`config.mk`:
```
export PLATFORM = sky130hd
export DESIGN_NAME = sar_result_averager
export DESIGN_NICKNAME = d
export VERILOG_FILES = /design/src/rtl/sar_pkg.sv /design/src/rtl/sar_result_fifo.sv /design/src/rtl/sar_result_averager.sv
export SDC_FILE = /design/constraint.sdc
export NUM_CORES = 1
export LEC_CHECK = 0
export CAP_MARGIN = 20
export CELL_PAD_IN_SITES_DETAIL_PLACEMENT = 0
export CELL_PAD_IN_SITES_GLOBAL_PLACEMENT = 1
export CORE_MARGIN = 1
export CORE_UTILIZATION = 51
export DETAILED_ROUTE_END_ITERATION = 10
export MAX_ROUTING_LAYER = met4
export PLACE_DENSITY_LB_ADDON = 0.1
export SYNTH_ARGS = -nofsm -noshare
export SYNTH_HDL_FRONTEND = slang
export SYNTH_SLANG_ARGS = --single-unit
```
`constraint.sdc`:
```
create_clock -name clk -period 4.65 [get_ports clk]
set_input_delay 0.93 -clock clk [delete_from_list [all_inputs] [get_ports clk]]
set_output_delay 0.93 -clock clk [all_outputs]
set_load 0.01 [all_outputs]
```
`src/rtl/sar_pkg.sv`:
```
// Shared SAR constants and the oversampling-select encoding.
// Reused by the averager and by the SAR logic benches.
package sar_pkg;

    localparam int unsigned SAR_W   = 10;
    localparam int unsigned ACC_W   = 13;
    localparam int unsigned OSR_MAX = 3;

    typedef enum logic [1:0] {
        OSR_1 = 2'd0,
        OSR_2 = 2'd1,
        OSR_4 = 2'd2,
        OSR_8 = 2'd3
    } osr_e;

    // Value of the sample counter on the capture that closes a 2^osr window.
    function automatic logic [OSR_MAX-1:0] win_last(input osr_e osr);
        return OSR_MAX'((1 << osr) - 1);
    endfunction

endpackage

```
`src/rtl/sar_result_fifo.sv`:
```
// First-word-fall-through result FIFO; a push into a full FIFO is accepted
// only when a pop frees a slot on the same edge.
module sar_result_fifo #(
    parameter int unsigned DEPTH = 4,
    parameter int unsigned W     = 10
) (
    input  logic                       clk,
    input  logic                       rst,
    input  logic                       push,
    input  logic [W-1:0]               din,
    input  logic                       pop,
    output logic [W-1:0]               dout,
    output logic                       full,
    output logic                       empty,
    output logic [$clog2(DEPTH):0]     level
);

    localparam int unsigned PW = $clog2(DEPTH);

    logic [W-1:0]  mem [DEPTH];
    logic [PW-1:0] wr_ptr;
    logic [PW-1:0] rd_ptr;
    logic          do_push;
    logic          do_pop;

    assign empty   = (level == '0);
    assign full    = (level == (PW+1)'(DEPTH));
    assign do_pop  = pop & ~empty;
    assign do_push = push & (~full | do_pop);
    assign dout    = empty ? '0 : mem[rd_ptr];

    always_ff @(posedge clk) begin
        if (do_push)
            mem[wr_ptr] <= din;
    end

    // Pointers are exactly PW bits wide, so DEPTH being a power of two gives the wrap for free.
    always_ff @(posedge clk or posedge rst) begin
        if (rst) begin
            wr_ptr <= '0;
            rd_ptr <= '0;
            level  <= '0;
        end else begin
            if (do_push)
                wr_ptr <= wr_ptr + 1'b1;
            if (do_pop)
                rd_ptr <= rd_ptr + 1'b1;
            case ({do_push, do_pop})
                2'b10:   level <= level + 1'b1;
                2'b01:   level <= level - 1'b1;
                default: level <= level;
            endcase
        end
    end

endmodule

```
`src/rtl/sar_result_averager.sv`:
```
// Captures SAR codes on rising eoc, averages 2^osr of them, and queues the
// truncated averages in a result FIFO with a sticky drop flag.
module sar_result_averager #(
    parameter int unsigned DEPTH = 4,
    parameter int unsigned SAR_W = 10
) (
    input  logic                       clk,
    input  logic                       rst,
    input  logic                       eoc,
    input  logic [SAR_W-1:0]           sar,
    input  logic [1:0]                 osr,
    input  logic                       clr_ovf,
    output logic [SAR_W-1:0]           dout,
    output logic                       dout_valid,
    input  logic                       dout_ready,
    output logic                       ovf,
    output logic [$clog2(DEPTH):0]     level
);

    import sar_pkg::*;

    localparam int unsigned SUM_W = SAR_W + 3;

    logic               eoc_d;
    logic               capture;
    logic [SUM_W-1:0]   acc;
    logic [SUM_W-1:0]   sum;
    logic [OSR_MAX-1:0] count;
    osr_e               osr_win;
    osr_e               win;
    logic               last;
    logic               push;
    logic [SAR_W-1:0]   push_data;
    logic               pop;
    logic               full;
    logic               empty;

    assign capture = eoc & ~eoc_d;
    // The first capture of a window uses the live osr, so the window size is known on that same edge.
    assign win       = (count == '0) ? osr_e'(osr) : osr_win;
    assign last      = (count == win_last(win));
    assign sum       = acc + SUM_W'(sar);
    assign push      = capture & last;
    assign push_data = SAR_W'(sum >> win);
    assign pop       = dout_valid & dout_ready;
    assign dout_valid = ~empty;

    always_ff @(posedge clk or posedge rst) begin
        if (rst) begin
            eoc_d   <= 1'b1;
            acc     <= '0;
            count   <= '0;
            osr_win <= OSR_1;
            ovf     <= 1'b0;
        end else begin
            eoc_d <= eoc;
            if (capture) begin
                if (count == '0)
                    osr_win <= osr_e'(osr);
                if (last) begin
                    acc   <= '0;
                    count <= '0;
                end else begin
                    acc   <= sum;
                    count <= count + 1'b1;
                end
            end
            if (push & full & ~pop)
                ovf <= 1'b1;
            else if (clr_ovf)
                ovf <= 1'b0;
        end
    end

    sar_result_fifo #(
        .DEPTH (DEPTH),
        .W     (SAR_W)
    ) u_fifo (
        .clk   (clk),
        .rst   (rst),
        .push  (push),
        .din   (push_data),
        .pop   (pop),
        .dout  (dout),
        .full  (full),
        .empty (empty),
        .level (level)
    );

endmodule

```
==> results.py, run 1 <==
metrics = {
    "outcome": {
        "outcome": "finished, final reports clean",
    },
    "critical_path": {
        "crit_required_ns": 4.72,
        "crit_fanout": 4,
        "crit_family": "compound AO/OA/AOI/OAI gates",
        "r2r_start": "count[0]",
        "startpoint_type": "input port",
        "r2r_cells": 14,
        "cpPeakStageDelay_ns": 0.49,
        "crit_chain": "clkdlybuf4s50_1, ha_1, inv_1, fa_1, nand2b_1, a21oi_1, o211ai_1, a211oi_1, a311oi_1, a211oi_1",
        "endpoint_kind": "flop",
        "cp_common_cell": "a211oi_1",
        "cp.arrival_ns": 3.52,
        "worst-path-stages": 10,
        "worst-path-buf-inv": 2,
        "cp-endpoint": "u_fifo.mem[1][8]",
        "worstSetupStartpoint": "sar[0]",
        "r2r_slack_ns": 1.50,
        "r2r-end": "u_fifo.level[2]",
        "cp_slowest_cell": "a211oi_1",
        "path_class": "in -> reg",
    },
    "timing": {
        "relSlewSlack_pct": 37.3,
        "worst_pin_slew_ns": 0.940,
        "setup_tns_ns": 0,
        "fmax_ghz": 0.289,
        "fin_crit_sh_pct": 74.3,
        "final_hold_viol_count": 0,
        "min_period_ns": 3.45,
        "finalMaxSlewViolations": 0,
        "rsz0062_at_grt": "false",
        "finClkSkew_ns": 0.00720,
        "finalSetupViolCount": 0,
    },
    "clock_tree": {
        "cts_buffers": 9,
        "cts_sinks": 67,
        "post_cts_buffers": 0,
        "clock_latency_ns": 0.33,
        "clk_pin_slew_ns": 0.07,
        "cts_tree": "built",
        "clockBufferDepth": 2,
        "cts_resized": 0,
        "cts_root_buf": "clkbuf_8",
        "cts_hold_buf": 0,
        "htreeDepth": 3,
    },
    "power_and_ir_drop": {
        "p_leak_nw": 1.70,
        "total_power_mw": 3.21,
        "peakVddDrop_mv": 0.262,
        "pwr_density_cell_nw_per_um2": 743,
    },
    "flow_run": {
        "max-cap-violations": 0,
    },
    "cells_and_area": {
        "finalNetCount": 384,
        "diodes": 0,
        "drive_above_1_share_pct": 11.3,
        "area_growth_pct": 14.3,
    },
    "routing": {
        "wl_per_cell_um": 16.0,
        "drc": 0,
        "drtIter0Drc": 115,
        "first_pass_iters": 4,
        "ant_nets": 0,
        "num_vias": 2515,
        "wl_mm": 7.25,
        "via_per_inst": 5.56,
    },
    "grt": {
        "grt_pass1_wl_mm": 12.0,
        "grt-ovfl-total": 0,
        "grt_use_total_pct": 21.5,
        "antenna_found_initial": 0,
        "grt_pass1_vias": 2381,
        "grt_max_degree": 26,
    },
    "die": {
        "die_h_um": 88.1,
        "dieWidth_um": 88.1,
        "core_sq_um": 7210,
        "pin_count": 32,
        "dieArea_sq_um": 7760,
        "initial_utilization_pct": 52.4,
        "fp-row-count": 31,
    },
    "placed_design": {
        "dp_hpwl_mm": 5.11,
        "io_buffers": 31,
        "globalplace.congestion": 0.863,
    },
    "yosys": {
        "syn-cell-area_sq_um": 3780,
        "synth_edf_count": 40,
        "ys_seq_elements": 67,
        "syn_nets": 355,
        "yosysSeqAreaShare_pct": 49.7,
        "netlist.area_leader.share_pct": 31.8,
        "syn_area_per_cell_sq_um": 11.9,
        "synth_most_common_cell": "edfxtp_1",
        "synthArstFlopShare_pct": 40.3,
        "syn_inst": 319,
        "ys.flop_type": "edfxtp_1",
        "yosys_warnings": 0,
        "synth_area_leaders": "edfxtp_1 32%, dfrtp_1 17%, mux4_2 6.0%",
        "ys_types": 58,
        "ys_top_cells_by_count": "40 x edfxtp_1, 26 x dfrtp_1, 26 x nand2_1",
        "synth_top_area_cell": "edfxtp_1",
    },
    "min_path": {
        "hold_start": "acc[5]",
        "hp-class": "reg -> reg",
    },
}
## report_power, final
group	internal (mW)	switching [mW]	leakage [nW]
combinational	0.772	0.935	0.916
sequential	0.938	0.143	0.697
clock	0.205	0.220	0.0851
## worst register-to-register path, cell delays in order (launching register included)
cell	delay [ns]
dfrtp_1	0.38
inv_1	0.12
ha_1	0.26
nand2b_1	0.24
mux2_2	0.51
nand3_1	0.14
o32ai_2	0.09
and3_1	0.26
inv_1	0.08
ha_1	0.17
inv_1	0.06
fa_1	0.37
xor2_1	0.15
nor2_1	0.11
xor2_1	0.14
## layout by cell type (no fill, tap or decap), types with 3 or more instances in the layout
| master | count |
|---|---|
| buf_4 | 4 |
| mux2i_1 | 11 |
| inv_1 | 18 |
| clkinv_2 | 3 |
| nand2b_1 | 7 |
| o31ai_1 | 5 |
| nand2_1 | 26 |
| xnor2_1 | 8 |
| dfrtp_1 | 26 |
| mux4_2 | 10 |
| a21oi_1 | 16 |
| nor2_1 | 14 |
| nor3_1 | 5 |
| ha_1 | 17 |
| clkdlybuf4s50_1 | 31 |
| edfxtp_1 | 40 |
| o211ai_1 | 6 |
| and2_1 | 16 |
| xor2_1 | 5 |
| o21ai_0 | 14 |
| a211oi_1 | 4 |
| clkbuf_8 | 10 |
| o21a_1 | 3 |
| a21o_1 | 8 |
| or3_1 | 4 |
## per-layer routing
layer / part of all wire (%) / GRT usage (%)
met5: 0 / -
met4: 1.2 / 8.36
met3: 3.4 / 3.11
met2: 48 / 34.0
met1: 48 / 28.3
## stage by stage
stage	setup WS (ns)	hold slack, ns	utilization, %	std cells	area (sq um)
2_1_floorplan	1.62	0.453	-	319	3780
3_5_place_dp	0.838	0.477	57.5	436	4150
5_1_grt	1.01	0.533	59.9	452	4320
4_1_cts	1.18	0.495	59.9	452	4320
3_3_place_gp	0.935	0.466	57.5	436	4150
6_report	1.20	0.491	59.9	452	4320
## final cells by class
class | instances | area, sq um
multi-input cells | 217 | 1740
flip-flops and latches | 67 | 1880
repair buffers | 35 | 340
clock buffers | 11 | 141
well taps | 99 | 124
clock inverters | 5 | 30.0
inverters | 18 | 67.6
fillers | 631 | 2890
## cells by family (layout without fill, tap and decap cells)
logic type	count (synthesis)	count (layout)	synth area share (%)
AO/OA/AOI/OAI	76	76	14.3
XOR/XNOR	13	13	3.01
adder cells (fa/ha/maj)	19	19	6.68
buffers and inverters	35	69	4.27
flip-flops	67	67	49.7
multiplexers	25	25	10.6
AND/OR/NAND/NOR	84	84	11.5
## worst min path at each step
stage              to  slack [ns]  cells past startpoint
4_1_cts        acc[5]        0.49                      2
6_report       acc[5]        0.49                      2
3_5_place_dp   acc[5]        0.48                      2
2_1_floorplan  acc[2]        0.45                      2
5_1_grt        acc[2]        0.53                      2
3_3_place_gp   acc[2]        0.47                      2
## state kept, by name, summed over array words and instances, names as in the netlist
name	count
osr_win	2
ovf	1
count	3
u_fifo.level	3
acc	13
u_fifo.wr_ptr	2
eoc_d	1
u_fifo.rd_ptr	2
u_fifo.mem	40
(Power assumes the default switching activity.)
==> run 2, diff against run 1 <==
--- a/config.mk
+++ b/config.mk
@@ -9,7 +9,7 @@
 export CELL_PAD_IN_SITES_DETAIL_PLACEMENT = 0
 export CELL_PAD_IN_SITES_GLOBAL_PLACEMENT = 1
 export CORE_MARGIN = 1
-export CORE_UTILIZATION = 51
+export CORE_UTILIZATION = 47
 export DETAILED_ROUTE_END_ITERATION = 10
 export MAX_ROUTING_LAYER = met4
 export PLACE_DENSITY_LB_ADDON = 0.1
==> constraint.sdc (replaced) <==
create_clock -name clk -period 3.3 [get_ports clk]
set_input_delay 0.66 -clock clk [delete_from_list [all_inputs] [get_ports clk]]
set_output_delay 0.66 -clock clk [all_outputs]
set_load 0.01 [all_outputs]
==> results.py, run 2 (synthesized netlist as in run 1, its figures left out) <==
metrics = {
    "cells_and_area": {
        "area_growth_pct": 19.5,
        "fillCellCount": 678,
        "final_core_util_pct": 58.2,
        "top_register": "u_fifo.mem",
        "largest_register_ffs": 40,
        "fin_cells": 480,
        "final_common_cell": "edfxtp_1",
        "finish.instance_area_sq_um": 4520,
        "reg_top3": "u_fifo.mem: 40 flops, acc: 13 flops",
        "final_cell_mix": "40 x edfxtp_1, 31 x clkdlybuf4s50_1, 29 x buf_4",
        "finalNetCount": 409,
        "drive_above_1_share_pct": 17.2,
        "diodes": 0,
    },
    "clock_tree": {
        "cts_root_buf": "clkbuf_8",
        "htreeDepth": 3,
        "cts_resized": 0,
        "cts_buffers": 9,
        "cts_tree": "built",
        "clock_latency_ns": 0.34,
        "post_cts_buffers": 0,
        "clk_pin_slew_ns": 0.08,
        "cts_sinks": 67,
        "cts_hold_buf": 0,
        "clockBufferDepth": 2,
    },
    "die": {
        "initial_utilization_pct": 48.7,
        "dieWidth_um": 91.7,
        "pin_count": 32,
        "dieArea_sq_um": 8410,
        "core_sq_um": 7770,
        "fp-row-count": 32,
        "die_h_um": 91.7,
    },
    "timing": {
        "finClkSkew_ns": 0.0117,
        "hold_ws_ns": 0.494,
        "setup_ws_ns": 0.263,
        "worst_pin_slew_ns": 0.871,
        "rsz0062_at_grt": "false",
        "final_hold_viol_count": 0,
        "relSlewSlack_pct": 40.3,
        "fmax_ghz": 0.329,
        "setup_tns_ns": 0,
        "min_period_ns": 3.04,
        "fin_crit_sh_pct": 92.0,
        "finalSetupViolCount": 0,
        "finalMaxSlewViolations": 0,
    },
    "routing": {
        "drtIter0Drc": 94,
        "first_pass_iters": 4,
        "wl_per_cell_um": 15.7,
        "via_per_inst": 5.38,
        "wl_mm": 7.52,
        "ant_nets": 0,
        "num_vias": 2581,
        "drc": 0,
    },
    "power_and_ir_drop": {
        "p_leak_nw": 1.82,
        "total_power_mw": 4.72,
        "peakVddDrop_mv": 0.355,
        "pwr_density_cell_nw_per_um2": 1040,
    },
    "flow_run": {
        "max-cap-violations": 0,
    },
    "placed_design": {
        "post-place-ws_ns": -0.112,
        "dpl.cell_count": 464,
        "dp_hpwl_mm": 5.38,
        "globalplace.congestion": 0.819,
        "postPlaceCellArea_sq_um": 4340,
        "io_buffers": 31,
    },
    "critical_path": {
        "crit_required_ns": 3.39,
        "r2r_start": "count[0]",
        "r2r_cells": 14,
        "r2r-end": "u_fifo.level[2]",
        "r2r_slack_ns": 0.34,
        "crit_fanout": 4,
        "endpoint_kind": "flop",
        "startpoint_type": "input port",
        "cp.arrival_ns": 3.12,
        "path_class": "in -> reg",
    },
    "grt": {
        "grt_max_degree": 28,
        "grt_pass1_wl_mm": 12.9,
        "grt-ovfl-total": 0,
        "grt_pass1_vias": 2595,
        "antenna_found_initial": 0,
        "grt_use_total_pct": 20.3,
    },
    "min_path": {
        "hold_end": "acc[2]",
        "hp-class": "reg -> reg",
        "hold_start": "acc[2]",
        "holdPathStages": 2,
    },
    "outcome": {
        "outcome": "finished, final reports clean",
    },
}
## run 2: cell count changes in the layout (fill, tap and decap cells not counted)
cell / change
clkbuf_1: -1
clkinv_1: +1
clkinvlp_4: +1
clkinv_2: -3
clkinv_4: +1
inv_6: +2
buf_4: +25
clkbuf_8: -1
## run 2: layer usage
metal  GRT usage (%)  up-vias  routed length (um)
li1                -     1290                   -
met1            27.4     1252                3760
met2            31.8       35                3500
met3            3.98        4                 197
met4            5.47        0                  63
met5               -        -                   0
## run 2: layout make-up
| class | count | area (sq um) | share of cell area [%] |
|---|---|---|---|
| Multi-Input combinational cell | 217 | 1740 | 38.5 |
| Sequential cell | 67 | 1880 | 41.6 |
| Tap cell | 102 | 128 | 2.82 |
| Timing Repair Buffer | 60 | 528 | 11.7 |
| Inverter | 18 | 67.6 | 1.50 |
| Clock buffer | 9 | 124 | 2.74 |
| Clock inverter | 7 | 52.6 | 1.16 |
## run 2: critical path, stage by stage
cell             delay, ns
clkdlybuf4s50_1       0.46
ha_1                  0.18
inv_1                 0.06
fa_1                  0.39
nand2b_1              0.18
a21oi_1               0.13
buf_4                 0.14
o211ai_1              0.17
a211oi_1              0.24
a311oi_1              0.07
a211oi_1              0.45
## run 2: where the power goes
part / internal (mW) / switching (mW) / leakage (nW) / total [mW]
clock: 0.276 / 0.343 / 0.0799 / 0.619
sequential: 1.32 / 0.164 / 0.697 / 1.49
combinational: 1.24 / 1.37 / 1.04 / 2.61
total: 2.84 / 1.88 / 1.82 / 4.72
## run 2: how the worst max path moves through the flow
stage / from / to / slack [ns] / cells past startpoint
floorplan: count[0] / u_fifo.level[2] / 0.46 / 16
global placement: sar[0] / u_fifo.mem[0][9] / 0.03 / 11
detailed placement: sar[0] / u_fifo.mem[0][8] / -0.11 / 11
CTS: sar[0] / u_fifo.mem[2][8] / 0.22 / 11
global route: sar[0] / u_fifo.mem[0][8] / 0.08 / 11
finish: sar[0] / u_fifo.mem[2][8] / 0.26 / 11
==> run 3, diff against run 2 <==
--- a/config.mk
+++ b/config.mk
@@ -10,6 +10,7 @@
 export CELL_PAD_IN_SITES_GLOBAL_PLACEMENT = 1
 export CORE_MARGIN = 1
 export CORE_UTILIZATION = 47
+export CTS_CLUSTER_SIZE = 12
 export DETAILED_ROUTE_END_ITERATION = 10
 export MAX_ROUTING_LAYER = met4
 export PLACE_DENSITY_LB_ADDON = 0.1
==> constraint.sdc (replaced) <==
create_clock -name clk -period 2.9 [get_ports clk]
set_input_delay 0.58 -clock clk [delete_from_list [all_inputs] [get_ports clk]]
set_output_delay 0.58 -clock clk [all_outputs]
set_load 0.01 [all_outputs]
==> results.py, run 3 (synthesized netlist as in run 1, its figures left out) <==
metrics = {
    "outcome": {
        "outcome": "finished, final reports clean",
    },
    "grt": {
        "grt-ovfl-total": 0,
        "grt_pass1_wl_mm": 13.0,
        "grt_use_total_pct": 20.8,
        "antenna_found_initial": 0,
        "grt_pass1_vias": 2667,
        "grt_max_degree": 22,
    },
    "placed_design": {
        "postPlaceCellArea_sq_um": 4580,
        "dp_hpwl_mm": 5.60,
        "io_buffers": 31,
        "globalplace.congestion": 0.812,
        "dpl.cell_count": 489,
    },
    "critical_path": {
        "crit_chain": "clkdlybuf4s50_1, ha_2, inv_1, fa_2, nand2b_1, a21oi_1, buf_4, o211ai_1, nand2_1, xnor2_2, o311a_1",
        "r2r-end": "u_fifo.level[2]",
        "cp.arrival_ns": 2.89,
        "path_class": "in -> reg",
        "worst-path-buf-inv": 3,
        "r2r_cells": 14,
        "crit_fanout": 4,
        "cp_slowest_cell": "clkdlybuf4s50_1",
        "endpoint_kind": "flop",
        "r2r_start": "count[0]",
        "cp-endpoint": "u_fifo.mem[0][7]",
        "worst-path-stages": 11,
        "startpoint_type": "input port",
        "worstSetupStartpoint": "sar[0]",
        "cpPeakStageDelay_ns": 0.46,
        "r2r_slack_ns": 0.22,
        "crit_family": "compound AO/OA/AOI/OAI gates",
        "crit_required_ns": 2.96,
    },
    "clock_tree": {
        "clk_pin_slew_ns": 0.08,
        "cts_tree": "built",
        "cts_sinks": 67,
        "cts_buffers": 9,
        "cts_root_buf": "clkbuf_8",
        "cts_hold_buf": 0,
        "clock_latency_ns": 0.34,
        "htreeDepth": 3,
        "clockBufferDepth": 2,
    },
    "timing": {
        "fmax_ghz": 0.354,
        "final_hold_viol_count": 0,
        "relSlewSlack_pct": 47.4,
        "finalSetupViolCount": 0,
        "worst_pin_slew_ns": 0.788,
        "min_period_ns": 2.83,
        "fin_crit_sh_pct": 97.5,
        "finClkSkew_ns": 0.00873,
        "finalMaxSlewViolations": 0,
    },
    "cells_and_area": {
        "final_cell_mix": "52 x buf_4, 40 x edfxtp_1, 30 x clkdlybuf4s50_1",
        "reg_top3": "u_fifo.mem: 40 flops, acc: 13 flops",
        "finish.instance_area_sq_um": 4830,
        "area_growth_pct": 27.8,
        "finalNetCount": 436,
        "diodes": 0,
        "final_core_util_pct": 62.2,
        "largest_register_ffs": 40,
        "fillCellCount": 654,
        "top_register": "u_fifo.mem",
        "drive_above_1_share_pct": 25.7,
        "final_common_cell": "buf_4",
        "fin_cells": 507,
    },
    "die": {
        "core_sq_um": 7770,
        "dieArea_sq_um": 8410,
        "dieWidth_um": 91.7,
        "initial_utilization_pct": 48.7,
        "fp-row-count": 32,
        "pin_count": 32,
        "die_h_um": 91.7,
    },
    "routing": {
        "drtIter0Drc": 94,
        "via_per_inst": 5.35,
        "num_vias": 2711,
        "wl_per_cell_um": 15.2,
        "drc": 0,
        "wl_mm": 7.70,
        "first_pass_iters": 4,
        "ant_nets": 0,
    },
    "power_and_ir_drop": {
        "peakVddDrop_mv": 0.502,
        "pwr_density_cell_nw_per_um2": 1170,
        "total_power_mw": 5.67,
        "p_leak_nw": 1.98,
    },
    "min_path": {
        "hp-class": "reg -> reg",
    },
    "flow_run": {
        "max-cap-violations": 0,
    },
}
[run 3: report_power, final]
group / total, mW / internal [mW] / switching, mW
Sequential: 1.69 / 1.50 / 0.182
Combinational: 3.29 / 1.64 / 1.65
Clock: 0.696 / 0.314 / 0.383
[run 3: worst min-delay path by stage]
stage,cells past startpoint,to,slack [ns],startpoint
final,2,acc[4],0.49,acc[4]
after global routing,2,acc[5],0.52,acc[5]
after CTS,2,acc[4],0.49,acc[4]
after detailed placement,2,acc[4],0.48,acc[4]
after global placement,2,acc[9],0.47,acc[9]
after floorplan,2,acc[2],0.45,acc[2]
[run 3: stage by stage]
stage / setup slack, ns / TNS (ns) / hold WS (ns)
2_1_floorplan: 0.0583 / 0 / 0.453
3_3_place_gp: -0.286 / -6.15 / 0.466
3_5_place_dp: -0.362 / -7.34 / 0.476
4_1_cts: 0.0146 / 0 / 0.494
5_1_grt: -0.0308 / -0.120 / 0.521
6_report: 0.0727 / 0 / 0.487
[run 3: what timing repair did]
action	CTS	global route
resized for setup	1	12
endpoints found under the hold margin	0	0
setup endpoints to repair	4	13
pin swaps	0	8
gates cloned	0	0
setup buffers	0	2
[run 3: per-layer routing]
layer	vias up	track usage [%]	part of all wire, %
li1	1342	-	-
met1	1302	27.7	49
met2	57	32.3	46
met3	10	4.56	3.8
met4	0	5.73	1.3
met5	-	-	0
[run 3: worst min-delay path: cells and delay by family, from the launching register on]
kind / cells / cell delay [ns]
AOI/OAI and AO/OA: 1 / 0.06
DFF: 1 / 0.35
and+or+nand+nor: 1 / 0.04
[run 3: cell type report]
cell class | instances | area, sq um | area share, %
repair buffers | 87 | 783 | 16.2
clock inverters | 7 | 53.8 | 1.11
flip-flops and latches | 67 | 1880 | 38.9
well taps | 102 | 128 | 2.64
inverters | 18 | 67.6 | 1.40
clock buffers | 9 | 124 | 2.56
multi-input cells | 217 | 1800 | 37.2
